<file path="src/rtl/histogram_readout_control.sv">
// Streams a finished histogram out of scratch memory as a saturating running CDF,
// clearing each bin behind the read so the memory is ready for the next frame.
module histogram_readout_control #(
    parameter int NUM_BINS     = 256,
    parameter int ADDR_WIDTH   = 8,
    parameter int BIN_WIDTH    = 16,
    parameter int CDF_WIDTH    = 20,
    parameter int READ_LATENCY = 3
) (
    input  logic                  clock,
    input  logic                  reset,
    input  logic                  start_readout,
    output logic [ADDR_WIDTH-1:0] scratch_mem_read_address,
    output logic                  scratch_mem_read_enable,
    input  logic [BIN_WIDTH-1:0]  scratch_mem_read_data,
    output logic [ADDR_WIDTH-1:0] scratch_mem_write_address,
    output logic                  scratch_mem_write_enable,
    output logic [BIN_WIDTH-1:0]  scratch_mem_write_data,
    output logic                  cdf_valid,
    input  logic                  cdf_ready,
    output logic [ADDR_WIDTH-1:0] cdf_bin,
    output logic [CDF_WIDTH-1:0]  cdf_data,
    output logic                  cdf_last,
    output logic                  readout_busy,
    output logic                  readout_done
);

    localparam int SUM_WIDTH  = ((CDF_WIDTH > BIN_WIDTH) ? CDF_WIDTH : BIN_WIDTH) + 1;
    localparam int WAIT_WIDTH = (READ_LATENCY > 2) ? $clog2(READ_LATENCY - 1) : 1;
    localparam logic [WAIT_WIDTH-1:0] WAIT_LOAD = WAIT_WIDTH'(READ_LATENCY - 2);
    localparam logic [ADDR_WIDTH-1:0] LAST_BIN  = ADDR_WIDTH'(NUM_BINS - 1);
    localparam logic [CDF_WIDTH-1:0]  CDF_MAX   = '1;

    typedef enum logic [2:0] {
        IDLE     = 3'd0,
        SET_ADDR = 3'd1,
        WAIT     = 3'd2,
        CAPTURE  = 3'd3,
        CLEAR    = 3'd4,
        OUTPUT   = 3'd5,
        DONE     = 3'd6
    } state_t;

    state_t                  state;
    state_t                  state_next;
    logic [ADDR_WIDTH-1:0]   bin_count;
    logic [CDF_WIDTH-1:0]    accum;
    logic [WAIT_WIDTH-1:0]   wait_count;

    function automatic logic [CDF_WIDTH-1:0] sat_add(input logic [CDF_WIDTH-1:0] acc,
                                                     input logic [BIN_WIDTH-1:0] bin);
        logic [SUM_WIDTH-1:0] sum;
        sum = SUM_WIDTH'(acc) + SUM_WIDTH'(bin);
        if (sum > SUM_WIDTH'(CDF_MAX)) begin
            return CDF_MAX;
        end
        return sum[CDF_WIDTH-1:0];
    endfunction

    always_ff @(posedge clock) begin
        if (reset) begin
            state      <= IDLE;
            bin_count  <= '0;
            accum      <= '0;
            wait_count <= '0;
        end else begin
            state <= state_next;
            case (state)
                IDLE, DONE: begin
                    bin_count <= '0;
                    accum     <= '0;
                end
                SET_ADDR: wait_count <= WAIT_LOAD;
                WAIT: begin
                    if (wait_count != '0) begin
                        wait_count <= wait_count - 1'b1;
                    end
                end
                // read data lands in this cycle; fold it straight into the running sum
                CAPTURE: accum <= sat_add(accum, scratch_mem_read_data);
                OUTPUT: begin
                    if (cdf_ready && (bin_count != LAST_BIN)) begin
                        bin_count <= bin_count + 1'b1;
                    end
                end
                default: ;
            endcase
        end
    end

    always_comb begin
        state_next               = state;
        scratch_mem_read_enable  = 1'b0;
        scratch_mem_write_enable = 1'b0;
        cdf_valid                = 1'b0;
        cdf_last                 = 1'b0;
        readout_done             = 1'b0;
        case (state)
            IDLE: begin
                if (start_readout) begin
                    state_next = SET_ADDR;
                end
            end
            SET_ADDR: begin
                scratch_mem_read_enable = !reset;
                state_next              = WAIT;
            end
            WAIT: begin
                if (wait_count == '0) begin
                    state_next = CAPTURE;
                end
            end
            CAPTURE: state_next = CLEAR;
            CLEAR: begin
                // a reset landing on this cycle must not leave a half-issued clear behind
                scratch_mem_write_enable = !reset;
                state_next               = OUTPUT;
            end
            OUTPUT: begin
                cdf_valid = 1'b1;
                cdf_last  = (bin_count == LAST_BIN);
                if (cdf_ready) begin
                    state_next = (bin_count == LAST_BIN) ? DONE : SET_ADDR;
                end
            end
            DONE: begin
                readout_done = 1'b1;
                state_next   = IDLE;
            end
            default: state_next = IDLE;
        endcase
    end

    assign scratch_mem_read_address  = bin_count;
    assign scratch_mem_write_address = bin_count;
    assign scratch_mem_write_data    = '0;
    assign cdf_bin                   = bin_count;
    assign cdf_data                  = accum;
    assign readout_busy              = (state != IDLE);

endmodule

</file>
<file path="config.mk">
export PLATFORM = sky130hd
export DESIGN_NAME = histogram_readout_control
export DESIGN_NICKNAME = d
export VERILOG_FILES = /design/src/rtl/histogram_readout_control.sv
export SDC_FILE = /design/constraint.sdc
export NUM_CORES = 1
export LEC_CHECK = 0
export ABC_AREA = 1
export CORE_MARGIN = 2
export CORE_UTILIZATION = 30
export DETAILED_ROUTE_END_ITERATION = 10
export GPL_TIMING_DRIVEN = 1
export PLACE_DENSITY_LB_ADDON = 0.05
export SKIP_CTS_REPAIR_TIMING = 1
export SYNTH_ARGS = -nofsm -noshare
export SYNTH_HDL_FRONTEND = slang
export SYNTH_SLANG_ARGS = --single-unit
</file>
<file path="constraint.sdc">
create_clock -name clock -period 1.85 [get_ports clock]
set_input_delay 0.37 -clock clock [delete_from_list [all_inputs] [get_ports clock]]
set_output_delay 0.37 -clock clock [all_outputs]
set_load 0.01 [all_outputs]
</file>
==> impl_results.rst <==
.. list-table::
   :header-rows: 1

   * - Metric
     - Value
   * - Result of the run
     - finished with violations
   * - Violated checks
     - negative setup slack
   * - Post-synthesis mux area share
     - 0
   * - Leading register cell type out of synthesis
     - sky130_fd_sc_hd__dfxtp_1
   * - Crit Path Class
     - in -> reg
   * - Fin. Hold Viols
     - 0
   * - CP max stage cell
     - sky130_fd_sc_hd__clkdlybuf4s50_1
   * - Total iterations of the first detailed-routing run
     - 4
   * - RSZ-0062 raised after global routing
     - yes
   * - Cells taking the most area after synthesis
     - sky130_fd_sc_hd__nand2_1 (22%), sky130_fd_sc_hd__dfxtp_1 (22%), sky130_fd_sc_hd__inv_1 (9.2%)
   * - Ordered cell list for the critical path
     - clkdlybuf4s50_1 > ha_4 > nand2_1 > nor2_2 > and3_4 > nand2_2 > nand2_4 > nand3_4 > o21ai_1 > nand2_1 > a21oi_2
   * - Pwr Density
     - 475 nW/um2
   * - Count of yosys warnings during synthesis
     - 0
   * - Setup skew after layout
     - 6.21 ps
   * - Post-synthesis cell type with the largest combined area
     - sky130_fd_sc_hd__nand2_1
   * - CTS root buffer
     - sky130_fd_sc_hd__clkbuf_8
   * - Antenna violations before repair
     - 0
   * - Number of sinks handled by clock tree synthesis
     - 32
   * - Final number of max-transition violations
     - 0
   * - Largest vdd supply drop
     - 0.322 mV
   * - Share of layout cells above drive strength 1
     - 0.287
   * - Most common cell type on the critical path
     - sky130_fd_sc_hd__nand2_1
   * - Kind of end point of the critical path
     - flop
   * - Maximum number of pins on one net before global-route repair
     - 21
   * - Fraction of the mapped netlist area in simple logic gates
     - 0.381
   * - Die Y
     - 102 um
   * - Grt total ovfl
     - 0
   * - Post-Layout Cell Count
     - 752
   * - Net count, final
     - 660
   * - Vias in the first global route
     - 2978
   * - Worst max-slew margin expressed relative to the limit
     - 0.424
   * - Number of ports placed on the die boundary
     - 86
   * - Buffers on Ports
     - 69
   * - Starting utilization of the core area
     - 0.310
   * - Dominant combinational cell family by area after synthesis
     - simple AND/OR/NAND/NOR gates
   * - Number of violations reported at the end of detailed-routing iteration 0
     - 178
   * - FP Rows
     - 35
   * - DRC violation count after routing
     - 0
   * - Routed wire per std cell
     - 12.4 um
   * - Floorplan core area
     - 9280 um2
   * - Gpl congestion
     - 0.831
   * - Fraction of synthesized cell area taken by the top area cell type
     - 0.224
   * - Clock-pin slew of the registers on the worst-case setup and hold paths
     - 80 ps
   * - Average footprint of a synthesized cell
     - 5.93 um2
   * - Worst EP arrival
     - 2230 ps
   * - Final critical-path setup slack
     - -147 ps
   * - Worst min-delay path class
     - reg -> reg
   * - Count of mapped cells out of synthesis
     - 486
   * - Async SR Flop Fraction
     - 0
   * - Clk buf depth
     - 2
   * - DR vias
     - 3321
   * - CTS tree
     - yes
   * - Achievable frequency
     - 0.501 GHz
   * - Total die area
     - 10400 um2
   * - Cell count after placement
     - 736
   * - Count of flip-flops with a built-in enable after synthesis
     - 0
   * - Vias per std cell
     - 4.42
   * - Clock buffer count from CTS
     - 5
   * - Remaining number of nets flagged by the antenna check after routing
     - 0
   * - Fin crit share
     - 1.08
   * - Post-synthesis instance area
     - 2880 um2
   * - Part of the Yosys area used for sequential elements
     - 0.222
   * - Total number of H-tree levels
     - 2
   * - Peak per-stage delay on the critical path
     - 450 ps
   * - Leakage power summed over all cells
     - 2.35 nW
   * - Worst hold slack
     - 479 ps
   * - Global-route wire length before repair
     - 14.2 mm
   * - Time the final worst path needs with I/O delays and setup
     - 2000 ps
   * - Insertion delay of the later-clocked pin in the worst-skew pair
     - 290 ps
   * - Launching element type of the critical path
     - primary input
   * - Commonest non-fill, non-tap cell in the layout
     - sky130_fd_sc_hd__nand2_1
   * - Floorplan die width
     - 102 um
   * - Layout Area Growth over Synthesis
     - 61.8%
   * - Number of distinct library cells after synthesis
     - 29
   * - Transition at the pin with the smallest max-transition slack
     - 861 ps
   * - Required arrival time at the worst endpoint
     - 2080 ps
   * - Combined global-route utilization of all metal layers
     - 0.172
   * - Commonest cells after routing, fill and taps aside
     - sky130_fd_sc_hd__nand2_1 (155), sky130_fd_sc_hd__buf_4 (83), sky130_fd_sc_hd__inv_1 (66)
   * - Final WL
     - 9.30 mm
   * - Maximum Capacitance Violations
     - 0
   * - Setup violators final
     - 20
   * - Area fraction in compound gates after synthesis
     - 0.0990
   * - Dpl hpwl
     - 6.77 mm
   * - Xor-xnor portion of the synthesized cell area
     - 0.0243
   * - Flip-flop and latch count after synthesis
     - 32
   * - Inserted Diodes
     - 0
   * - Maximum fanout along the worst path
     - 5
   * - Share of synthesized cell area in full adder, half adder and majority cells
     - 0.0808
cells by family (layout without fill, tap and decap cells):
kind of cell | Yosys count | count (layout)
AO/OA/AOI/OAI | 52 | 52
XOR/XNOR | 8 | 8
adder cells (fa/ha/maj) | 18 | 18
buffers and inverters | 112 | 231
flip-flops | 32 | 32
other | 1 | 16
AND/OR/NAND/NOR | 263 | 266
report_power, final:
group	total, mW	leakage, nW	switching [mW]	internal, mW
clock	0.709	0.0552	0.308	0.400
combinational	0.749	2.03	0.426	0.323
sequential	0.756	0.262	0.0339	0.722
total	2.21	2.35	0.768	1.45
layer usage:
| metal | global-route usage | wire (um) | vias up |
|---|---|---|---|
| li1 | - | - | 1749 |
| met1 | 0.253 | 4670 | 1497 |
| met2 | 0.268 | 4150 | 67 |
| met3 | 0.0274 | 404 | 8 |
| met4 | 0.0338 | 72 | 0 |
| met5 | 0 | 0 | - |
stage by stage:
stage / setup WS, ps / util / TNS, ps / area (um2) / power, mW
global route: -252 / 0.502 / -4100 / 4660 / 2.37
CTS: -438 / 0.454 / -8690 / 4220 / 2.19
global placement: -676 / 0.443 / -13490 / 4110 / 1.46
detailed placement: -717 / 0.443 / -14400 / 4110 / 1.46
floorplan: -11.6 / - / -28.9 / 2960 / 1.17
finish: -147 / 0.502 / -1910 / 4660 / 2.21
synth_stat cells, types with 4 or more instances:
| cell type | number |
|---|---|
| sky130_fd_sc_hd__clkbuf_1 | 5 |
| sky130_fd_sc_hd__nand3_1 | 34 |
| sky130_fd_sc_hd__o21ai_0 | 9 |
| sky130_fd_sc_hd__nor3_1 | 4 |
| sky130_fd_sc_hd__ha_1 | 17 |
| sky130_fd_sc_hd__xnor2_1 | 6 |
| sky130_fd_sc_hd__inv_1 | 71 |
| sky130_fd_sc_hd__nand2_1 | 172 |
| sky130_fd_sc_hd__dfxtp_1 | 32 |
| sky130_fd_sc_hd__nor2_1 | 37 |
| sky130_fd_sc_hd__buf_4 | 32 |
| sky130_fd_sc_hd__a21oi_1 | 36 |
| sky130_fd_sc_hd__nand4_1 | 6 |
sequential cells by signal, indices dropped and copies added (netlist names):
name	count
cdf_data	20
wait_count	1
cdf_bin	8
state	3
critical path, delay by kind of cell:
kind	cells	cell delay, ps
and+or+nand+nor	7	870
AOI/OAI and AO/OA	2	270
adders and majority gates	1	290
buffers and inverters	1	450
final cells by class:
type	count	area, um2
clock buffer	6	72.6
clock inverter	2	35.0
fill	981	4620
inverter	71	267
multi-input combinational	360	2130
sequential	32	653
tap	129	161
timing repair buffer	152	1340
path summary, 6_finish.rpt:
check | cells after the start | slack (ps) | from | end
max | 11 | -150 | scratch_mem_read_data[13] | cdf_data[2]$_SDFFE_PP0P_
min reg2reg | 2 | 480 | wait_count$_SDFFE_PP0P_ | state[1]$_SDFFE_PP0P_
min | 2 | 480 | wait_count$_SDFFE_PP0P_ | state[1]$_SDFFE_PP0P_
max reg2reg | 14 | -120 | cdf_data[0]$_SDFFE_PP0P_ | cdf_data[2]$_SDFFE_PP0P_
Note: power is estimated with default switching activity, not from simulation.
